==> src/rtl/freq_meter_if.sv <==
// Measurement request/result bundle for freq_meter.
// The design side takes the slave modport; the requester side takes the master modport.
interface freq_meter_if #(
    parameter int FW = 24
);
    logic          START;
    logic          CONT;
    logic          SIG;
    logic [FW-1:0] FREQ;
    logic          OVF;
    logic          VALID;
    logic          BUSY;

    modport master (output START, CONT, SIG, input FREQ, OVF, VALID, BUSY);
    modport slave  (input START, CONT, SIG, output FREQ, OVF, VALID, BUSY);
endinterface

==> src/rtl/freq_meter.sv <==
// Gated edge counter: counts synchronized rising edges of SIG over a CLK_HZ-cycle gate
// and publishes the count, single-shot or continuously re-armed.
module freq_meter #(
    parameter int CLK_HZ = 50_000_000,
    parameter int CW     = 26,
    parameter int FW     = 24
) (
    input  logic         CLK,
    input  logic         RST,
    freq_meter_if.slave  bus
);

    typedef enum logic [1:0] {S_IDLE, S_GATE, S_DONE} state_t;

    state_t        r_state;
    logic [2:0]    r_sync;
    logic [CW-1:0] r_gcnt;
    logic [FW-1:0] r_ecnt;
    logic          r_ovf_flag;
    logic [FW-1:0] r_freq;
    logic          r_ovf;
    logic          r_valid;
    logic          r_busy;

    logic          w_rise;
    logic          w_sat;
    logic          w_gate_end;
    logic [FW-1:0] w_ecnt_nxt;
    logic          w_ovf_nxt;

    // r_sync[1] is the second synchronizer stage, r_sync[2] its history copy
    assign w_rise     = r_sync[1] & ~r_sync[2];
    assign w_sat      = (r_ecnt == '1);
    assign w_gate_end = (r_gcnt == CW'(CLK_HZ - 1));
    assign w_ecnt_nxt = (w_rise && !w_sat) ? r_ecnt + FW'(1) : r_ecnt;
    assign w_ovf_nxt  = r_ovf_flag | (w_rise & w_sat);

    always_ff @(posedge CLK or negedge RST) begin
        if (!RST) begin
            r_state    <= S_IDLE;
            r_sync     <= '0;
            r_gcnt     <= '0;
            r_ecnt     <= '0;
            r_ovf_flag <= 1'b0;
            r_freq     <= '0;
            r_ovf      <= 1'b0;
            r_valid    <= 1'b0;
            r_busy     <= 1'b0;
        end else begin
            r_sync  <= {r_sync[1:0], bus.SIG};
            r_valid <= 1'b0;
            unique case (r_state)
                S_IDLE: begin
                    if (bus.START || bus.CONT) begin
                        r_state    <= S_GATE;
                        r_busy     <= 1'b1;
                        r_gcnt     <= '0;
                        r_ecnt     <= '0;
                        r_ovf_flag <= 1'b0;
                    end
                end
                S_GATE: begin
                    r_ecnt     <= w_ecnt_nxt;
                    r_ovf_flag <= w_ovf_nxt;
                    // Result takes the next-count so a rise in the final gate cycle is included
                    if (w_gate_end) begin
                        r_state <= S_DONE;
                        r_freq  <= w_ecnt_nxt;
                        r_ovf   <= w_ovf_nxt;
                        r_valid <= 1'b1;
                    end else begin
                        r_gcnt <= r_gcnt + CW'(1);
                    end
                end
                S_DONE: begin
                    if (bus.CONT) begin
                        r_state    <= S_GATE;
                        r_gcnt     <= '0;
                        r_ecnt     <= '0;
                        r_ovf_flag <= 1'b0;
                    end else begin
                        r_state <= S_IDLE;
                        r_busy  <= 1'b0;
                    end
                end
                default: begin
                    r_state <= S_IDLE;
                    r_busy  <= 1'b0;
                end
            endcase
        end
    end

    assign bus.FREQ  = r_freq;
    assign bus.OVF   = r_ovf;
    assign bus.VALID = r_valid;
    assign bus.BUSY  = r_busy;

endmodule

==> src/flat_wrapper.sv <==
// flat-port wrapper written by rule: the top's interface ports become plain ports
module freq_meter_flat 
#(
    parameter int CLK_HZ = 50_000_000,
    parameter int CW     = 26,
    parameter int FW     = 24
)
  (CLK, RST, bus_START, bus_CONT, bus_SIG, bus_FREQ, bus_OVF, bus_VALID, bus_BUSY);
  freq_meter_if #(.FW(FW)) bus_i ();
  input  logic CLK;
  input  logic RST;
  input wire logic [$bits(bus_i.START)-1:0] bus_START;
  input wire logic [$bits(bus_i.CONT)-1:0] bus_CONT;
  input wire logic [$bits(bus_i.SIG)-1:0] bus_SIG;
  output wire logic [$bits(bus_i.FREQ)-1:0] bus_FREQ;
  output wire logic [$bits(bus_i.OVF)-1:0] bus_OVF;
  output wire logic [$bits(bus_i.VALID)-1:0] bus_VALID;
  output wire logic [$bits(bus_i.BUSY)-1:0] bus_BUSY;
  assign bus_i.START = bus_START;
  assign bus_i.CONT = bus_CONT;
  assign bus_i.SIG = bus_SIG;
  assign bus_FREQ = bus_i.FREQ;
  assign bus_OVF = bus_i.OVF;
  assign bus_VALID = bus_i.VALID;
  assign bus_BUSY = bus_i.BUSY;
  freq_meter #(.CLK_HZ(CLK_HZ), .CW(CW), .FW(FW)) u_core (.CLK(CLK), .RST(RST), .bus(bus_i));
endmodule
==> config.mk <==
export PLATFORM = sky130hd
export DESIGN_NAME = freq_meter_flat
export DESIGN_NICKNAME = d
export VERILOG_FILES = /design/src/rtl/freq_meter_if.sv /design/src/rtl/freq_meter.sv /design/src/flat_wrapper.sv
export SDC_FILE = /design/constraint.sdc
export NUM_CORES = 1
export LEC_CHECK = 0
export BUFFER_PORTS_ARGS = -buffer_cell sky130_fd_sc_hd__buf_4
export CORE_ASPECT_RATIO = 0.5
export CORE_MARGIN = 4
export CORE_UTILIZATION = 45
export DETAILED_ROUTE_END_ITERATION = 10
export SYNTH_ARGS = -nofsm -noshare
export SYNTH_HDL_FRONTEND = slang
export SYNTH_SLANG_ARGS = --single-unit
export TNS_END_PERCENT = 50
==> constraint.sdc <==
create_clock -name CLK -period 3.19 [get_ports CLK]
set_clock_uncertainty 0.2 [all_clocks]
set_input_delay 0.638 -clock CLK [delete_from_list [all_inputs] [get_ports CLK]]
set_output_delay 0.638 -clock CLK [all_outputs]
set_load 0.01 [all_outputs]
* Word level (Yosys, flattened, before mapping)
Index checks and enable logic that the tools add are counted.
Storage, ports and cells: word-level logic and storage cells 55, bits in registers 83, input bits 5, output and inout bits 27
Cells by class: $add $sub $neg 2, equality and inequality tests 9, bitwise gates (word level) 5, multiplexer cells 20, reduce and logical (&&, ||, !) cells 10
Operators with widths (number):
- 2-to-1 mux 26 bit | 3
- case mux 26 bit (3 select lines) | 1
- 2-to-1 mux 24 bit | 3
- case mux 24 bit (3 select lines) | 1
- adder 26 x 1 -> 26 bit, second input constant | 1
- equality test 26 bit, second input constant | 1
- adder 24 x 1 -> 24 bit, second input constant | 1
- equality test 24 bit, second input constant | 1
- 2-to-1 mux 1 bit | 7
- != test 2 bit, second input constant | 3
- case mux 1 bit (3 select lines) | 2
- case mux 2 bit (3 select lines) | 1
- AND reduction 3 bit | 2
- 2-to-1 mux 2 bit | 2
- != test 2 x 1 -> 1 bit, second input constant | 2
- AND reduction 2 bit | 2
- AND reduction 4 bit | 1
- nonzero test 3 bit | 1
- bitwise AND 1 bit | 2
- equality test 2 x 1 -> 1 bit, second input constant | 1
- equality test 2 bit, second input constant | 1
- logical NOT 2 bit | 1
- inverter 1 bit | 2
- logical AND 1 bit | 1
- other kinds (3) | 3

* Longest topological paths before layout
Gate-level depths: netlist (run 1).
word-level depth 5, depth in mapped cells 9, depth with buffers taken out 6

* Least setup slack after synthesis (run 1)
OpenSTA, ideal clock, no wires.
path kind reg-to-reg, start register u_core.r_gcnt[16], end register u_core.r_freq[11] (netlist: u_core.bus.FREQ[11]), library setup time 0.069 ns, path slack 1.087 ns, period minus slack after synthesis 2.103 ns, arrival 1.833 ns, path buffers 1, stages on the path, launching flop included 7, cells stage by stage dfrtp_1 > nor4b_2 > nand4_2 > or2_1 > buf_6 > or4_1 > nand3_1
On the way: longest elaborated chain between the ends 2
Ends and longest elaborated chain:
- start, declared | RTL line freq_meter.sv:17 | logic [CW-1:0] r_gcnt;
- start signal, assigned | RTL line freq_meter.sv:72 | r_gcnt <= r_gcnt + CW'(1);
- equality test 26 bit | RTL line freq_meter.sv:34 | assign w_gate_end = (r_gcnt == CW'(CLK_HZ - 1));
- AND reduction 2 bit (no line)
- end signal, assigned | RTL line freq_meter.sv:68 | r_freq <= w_ecnt_nxt;
- end, declared | RTL line freq_meter.sv:20 | logic [FW-1:0] r_freq;
Every way passes these cells. A chain may end at the register's enable or synchronous reset.

* Worst setup path after layout (run 1)
start register u_core.r_gcnt[7], end register u_core.r_freq[15] (netlist: u_core.bus.FREQ[15])
The elaborated chain is that of the path after synthesis.

==> results of run 1 <==
==> logic make-up after synthesis <==
kind of cell,Yosys count
AOI/OAI and AO/OA,128
xor gates and xnor gates,23
adders and majority gates,2
buffers and inverters,44
DFF,83
muxes,2
and+or+nand+nor,201
==> where the power goes <==
group / switching (mW) / internal [mW]
Clock: 0.424 / 0.621
Combinational: 0.244 / 0.188
Sequential: 0.218 / 1.19
Total: 0.886 / 2.00
==> registers in the layout (all words and copies together), names as in the netlist <==
signal             count
u_core.bus.VALID       1
u_core.bus.FREQ       24
u_core.bus.BUSY        1
u_core.r_sync          3
u_core.r_ecnt         24
u_core.r_state         2
u_core.r_gcnt         26
u_core.r_ovf_flag      1
u_core.bus.OVF         1
==> placed cells by master (no fill, tap or decap), types with 15 or more instances in the layout <==
| cell | instances |
|---|---|
| dfrtp_1 | 83 |
| nand2_1 | 58 |
| o21ai_0 | 39 |
| buf_4 | 39 |
| nand3_1 | 31 |
| nor2_1 | 21 |
| o211ai_1 | 20 |
| a31oi_1 | 19 |
| a21oi_1 | 19 |
| or4_1 | 17 |
| nand4_1 | 16 |
| xnor2_1 | 15 |
==> Yosys cell counts, types with 3 or more instances <==
cell type   n  area, sq um
a21oi_1    19         95.1
a31oi_1    19          119
a41oi_1     5         43.8
and2_1      4         25.0
and3_1     13         81.3
and4_1      8         70.1
buf_2       6         30.0
clkbuf_1   25         93.8
dfrtp_1    83         2080
inv_1      11         41.3
nand2_1    58          218
nand2b_1    4         25.0
nand3_1    31          155
nand4_1    16          100
nor2_1     21         78.8
nor2b_1     3         18.8
nor3_1      3         15.0
nor4_1      7         43.8
o211ai_1   20          150
o21ai_0    39          195
o22ai_1     3         18.8
o31ai_1     4         30.0
or3_1       5         31.3
or4_1      17          128
xnor2_1    15          131
xor2_1      8         70.1
==> layer usage <==
metal  part of all wire (%)  track usage (%)  up-vias  routed length (um)
li1                       -                -     1834                   -
met1                     51             29.1     1844                5510
met2                     44             29.3       85                4760
met3                    4.9             4.79       11                 534
met4                   0.75             5.25        0                  82
met5                      0                0        -                   0
==> final timing paths <==
kind,end,slack (ps),cells past startpoint
hold / removal,u_core.r_sync[1],150,0
max in group asynchronous,u_core.bus.FREQ[1],2000,2
setup reg to reg,u_core.bus.FREQ[15],540,5
hold reg to reg,u_core.r_sync[1],150,0
setup / recovery,u_core.bus.FREQ[15],540,5
min in group asynchronous,u_core.bus.VALID,170,1
==> through the flow <==
step	hold slack (ps)	cell area [sq um]	cells	setup WS, ps	util, %
floorplan	131	4420	483	1090	-
global placement	135	4770	625	673	50.1
detailed placement	140	4770	625	591	50.1
CTS	153	5060	640	558	53.2
global route	168	5060	640	298	53.2
finish	149	5060	640	538	53.2
==> layout make-up <==
cell class	count	share of cell area, %
Clock inverter	5	1.06
Clock buffer	10	4.72
Tap cell	135	3.34
Inverter	11	0.816
Sequential cell	83	41.1
Timing Repair Buffer	40	6.18
Multi-Input combinational cell	356	42.8
==> results.json, run 1 <==
{
  "status": "complete, no violations",
  "vias": 3774,
  "antenna_found_initial": 0,
  "cap_violations": 0,
  "rsz0062_at_grt": "no",
  "wl_per_cell_um": 17.0,
  "min_period_over_period_pct": 83.1,
  "slew_viol_final": 0,
  "wl_mm": 10.9,
  "grt_pass1_vias": 3519,
  "hold_violations": 0,
  "leakagePower_nw": 2.20,
  "cts-buffers-inserted": 9,
  "cts_resized": 0,
  "cts_sinks": 83,
  "cts_hold_buf": 0,
  "initial_core_util_pct": 46.5,
  "multiInputGateArea_sq_um": 2170,
  "portBuffers": 31,
  "gp_congestion": 0.808,
  "drive_above_1_share_pct": 12.7,
  "cp.arrival_ps": 2730,
  "clk-insertion-delay-late_ps": 340,
  "ant_nets": 0,
  "ys_warn_count": 0,
  "synth_seq_cells": 83,
  "drc_errors": 0,
  "synth_cells": 483,
  "synth-xor-area-share_pct": 4.55,
  "nNetsFinal": 508,
  "hp-class": "flip-flop to flip-flop",
  "synth_adder_area_share_pct": 0.566,
  "die_h_um": 78.1,
  "synth_fp_nets": 490,
  "cp-startpoint": "u_core.r_gcnt[7]",
  "peakVddDrop_v": 0.000271,
  "crit_type": "flip-flop to flip-flop",
  "synth_top_family_by_area": "simple AND/OR/NAND/NOR gates",
  "rows": 25,
  "crit_buf_inv": 0,
  "hold_start": "u_core.r_sync[0]",
  "fp.dieW_um": 148,
  "fmaxAchievable_mhz": 377,
  "path_max_fanout": 26,
  "relSlewSlack_pct": 35.9,
  "ys_seq_area_share_pct": 46.9,
  "cts-root-buf": "clkbuf_16",
  "dpl.hpwl_mm": 7.11,
  "n_fill_cell": 907,
  "die_area_sq_um": 11600,
  "setup.worst_path.start_class": "flip-flop",
  "cts_buffer_depth": 2,
  "ys_types": 56,
  "fin_crit_ps": 2650,
  "synthMuxAreaShare_pct": 0.481,
  "p_per_area_nw_per_um2": 570,
  "finalSetupViolations": 0,
  "synthSimpleGateAreaFrac_pct": 24.9,
  "syn2layout_area_growth_pct": 14.3,
  "fin_setup_tns_ps": 0,
  "crit_slowest_cell": "or4_1",
  "worstMarginPinSlew_ps": 958,
  "cts_setup_buffers": 0,
  "endpoint_kind": "flip-flop",
  "synth_compound_area_share_pct": 18.4,
  "yosys_most_used_dff": "dfrtp_1",
  "grt_pass1_wl_mm": 18.4,
  "grt.overflow.total": 0,
  "crit_chain": "nor4b_1, nand4_1, or2_1, or4_1, nand3_1",
  "vias_per_cell": 5.90,
  "coreArea_sq_um": 9510,
  "critical-path-max-stage-delay_ps": 630,
  "cpLargestDelayFamily": "simple AND/OR/NAND/NOR gates",
  "path_clk_slew_ps": 60,
  "synth_area_sq_um": 4420,
  "async_flop_share_pct": 100,
  "grtUsageTotal_pct": 19.8,
  "cp.required_ps": 3260,
  "htreeDepth": 3,
  "top_level_ports": 32,
  "cts_tree": "done",
  "power_mw": 2.88,
  "seq_area_sq_um": 2080,
  "crit-reg2reg-launch": "u_core.r_gcnt[7]",
  "antenna_cells": 0,
  "drtIter0Drc": 311,
  "synth_edf_count": 0,
  "dr.pass1.iters": 4,
  "avgSynthCellArea_sq_um": 9.16,
  "grt_start_max_net_pins": 57
}
(Power assumes the default switching activity.)
==> run 2, diff against run 1 <==
==> constraint.sdc (replaced) <==
create_clock -name CLK -period 2.17 [get_ports CLK]
set_clock_uncertainty 0.2 [all_clocks]
set_input_delay 0.434 -clock CLK [delete_from_list [all_inputs] [get_ports CLK]]
set_output_delay 0.434 -clock CLK [all_outputs]
set_load 0.01 [all_outputs]
==> run 2 against run 1 <==
The run now ends with negative setup slack left; core utilization grew 7.9 points; die area unchanged; register-to-register slack got worse by 560 ps; global-route usage grew 0.71 points; cell count rose by 11%; setup slack worse by 560 ps; critical path depth grew 2; critical path type unchanged; critical endpoint is now u_core.bus.FREQ[17].
==> results.json, run 2 (synthesis gave the netlist of run 1 again) <==
{
  "drtIter0Drc": 224,
  "cts_buffer_depth": 2,
  "grt.overflow.total": 0,
  "grt_pass1_vias": 3783,
  "top_level_ports": 32,
  "hold_start": "u_core.r_sync[0]",
  "p_per_area_nw_per_um2": 816,
  "leakagePower_nw": 2.63,
  "syn2layout_area_growth_pct": 31.2,
  "die_h_um": 78.1,
  "largest_reg_flops": 26,
  "min_period_over_period_pct": 101,
  "setup_slack_ps": -27.0,
  "htreeDepth": 3,
  "fin_setup_tns_ps": -39.1,
  "dp_cells": 686,
  "rsz0062_at_grt": "yes",
  "layout_commonest_cell": "buf_4",
  "initial_core_util_pct": 46.5,
  "finalSetupViolations": 3,
  "ant_nets": 0,
  "hold_violations": 0,
  "setup.worst_path.start_class": "flip-flop",
  "path_max_fanout": 7,
  "crit-reg2reg-launch": "u_core.r_gcnt[1]",
  "hold_ws_ps": 155,
  "combPwrFrac_pct": 23.2,
  "dp_slack_ps": -30.9,
  "p_clk_share_pct": 36.1,
  "relSlewSlack_pct": 63.3,
  "die_area_sq_um": 11600,
  "critical-path-max-stage-delay_ps": 490,
  "drive_above_1_share_pct": 27.3,
  "cap_violations": 0,
  "slew_viol_final": 0,
  "min_path_cells": 0,
  "grt_pass1_wl_mm": 19.0,
  "grtUsageTotal_pct": 20.5,
  "p_int_mw": 3.32,
  "crit_type": "flip-flop to flip-flop",
  "cts-root-buf": "clkbuf_16",
  "finish.instance_area_sq_um": 5810,
  "antenna_cells": 0,
  "clk-insertion-delay-late_ps": 340,
  "seq_area_sq_um": 2080,
  "hold-path-endpoint": "u_core.r_sync[1]",
  "crit_chain": "ha_2, and4b_1, nand4_1, or2_4, clkbuf_16, or4_1, nand3_1",
  "violations": "negative setup slack",
  "crit_slowest_cell": "or4_1",
  "coreArea_sq_um": 9510,
  "dpl.hpwl_mm": 7.53,
  "layout.cells.non_filler": 710,
  "fin_crit_ps": 2200,
  "vias": 3994,
  "placed_area_sq_um": 5260,
  "switching_share_pct": 29.8,
  "vias_per_cell": 5.63,
  "antenna_found_initial": 0,
  "cp.arrival_ps": 2280,
  "n_fill_cell": 835,
  "worstRegToRegCells": 7,
  "status": "complete, but fails checks",
  "wl_mm": 11.3,
  "cts_tree": "done",
  "grt_start_max_net_pins": 84,
  "nNetsFinal": 577,
  "worstReg2RegEnd": "u_core.bus.FREQ[17]",
  "portBuffers": 31,
  "ff2ff_setup_slack_ps": -30,
  "endpoint_kind": "flip-flop",
  "dr.pass1.iters": 5,
  "multiInputGateArea_sq_um": 2280,
  "fmaxAchievable_mhz": 455,
  "cts_sinks": 83,
  "switchingPower_mw": 1.41,
  "fp.dieW_um": 148,
  "cts-buffers-inserted": 9,
  "drc_errors": 0,
  "wl_per_cell_um": 16.0,
  "gp_congestion": 0.881,
  "path_clk_slew_ps": 60,
  "mostFrequentLayoutCells": "buf_4 (99), dfrtp_1 (83), nand2_1 (58)",
  "p_seq_share_pct": 40.7,
  "peakVddDrop_v": 0.000407,
  "hp-class": "flip-flop to flip-flop",
  "largest_register": "u_core.r_gcnt",
  "cp.required_ps": 2250,
  "rows": 25,
  "worstMarginPinSlew_ps": 550
}
-- run 2: timing repair --
| item | CTS | global route |
|---|---|---|
| buffers inserted | 0 | 5 |
| gates resized for setup | 1 | 44 |
| hold buffers | 2 | 0 |
| pin swaps | 1 | 11 |
| endpoints found under the setup margin | 9 | 46 |
| hold endpoints to repair | 84 | 0 |
| gates cloned | 0 | 1 |
-- run 2: through the flow --
stage	total power [mW]	utilization [%]
2_1_floorplan	2.53	-
3_3_place_gp	2.96	55.3
3_5_place_dp	2.97	55.3
4_1_cts	4.68	59.1
5_1_grt	5.00	61.1
6_report	4.74	61.1
-- run 2: final cells by class --
type,count,area share (%)
repair buffers,109,15.6
multi-input cells,356,39.3
clock buffers,12,4.42
clock inverters,4,1.25
well taps,135,2.91
inverters,11,0.711
flip-flops and latches,83,35.8
-- run 2: how the worst max path moves through the flow --
stage / start / depth (start not counted) / endpoint / slack, ps
5_1_grt: u_core.r_gcnt[1] / 7 / u_core.bus.FREQ[17] / -120
3_5_place_dp: u_core.r_gcnt[18] / 6 / u_core.bus.FREQ[15] / -30
3_3_place_gp: u_core.r_gcnt[18] / 6 / u_core.bus.FREQ[9] / -10
4_1_cts: u_core.r_gcnt[1] / 7 / u_core.bus.FREQ[15] / 2
2_1_floorplan: u_core.r_gcnt[16] / 6 / u_core.bus.FREQ[11] / 70
6_report: u_core.r_gcnt[1] / 7 / u_core.bus.FREQ[17] / -30
-- run 2: critical path: cells and delay by family, from the launching register on --
family        cells  cell delay (ps)
simple gates      5             1190
buf+inv           1              160
flops             1              380
fa+ha+maj         1              190
-- run 2: power groups by stage --
stage	combinational [mW]	clock (mW)	sequential (mW)
after floorplan	0.598	0	1.93
after CTS	1.04	1.72	1.92
after global routing	1.23	1.81	1.97
after global placement	1.02	0	1.94
after detailed placement	1.03	0	1.94
final	1.10	1.71	1.93
-- run 2: per-layer routing --
layer	vias up	part of all wire, %	track usage [%]
met5	-	0	0
met4	0	0.87	4.88
met3	13	5.0	5.25
met2	88	44	30.9
met1	1919	50	29.6
li1	1974	-	-
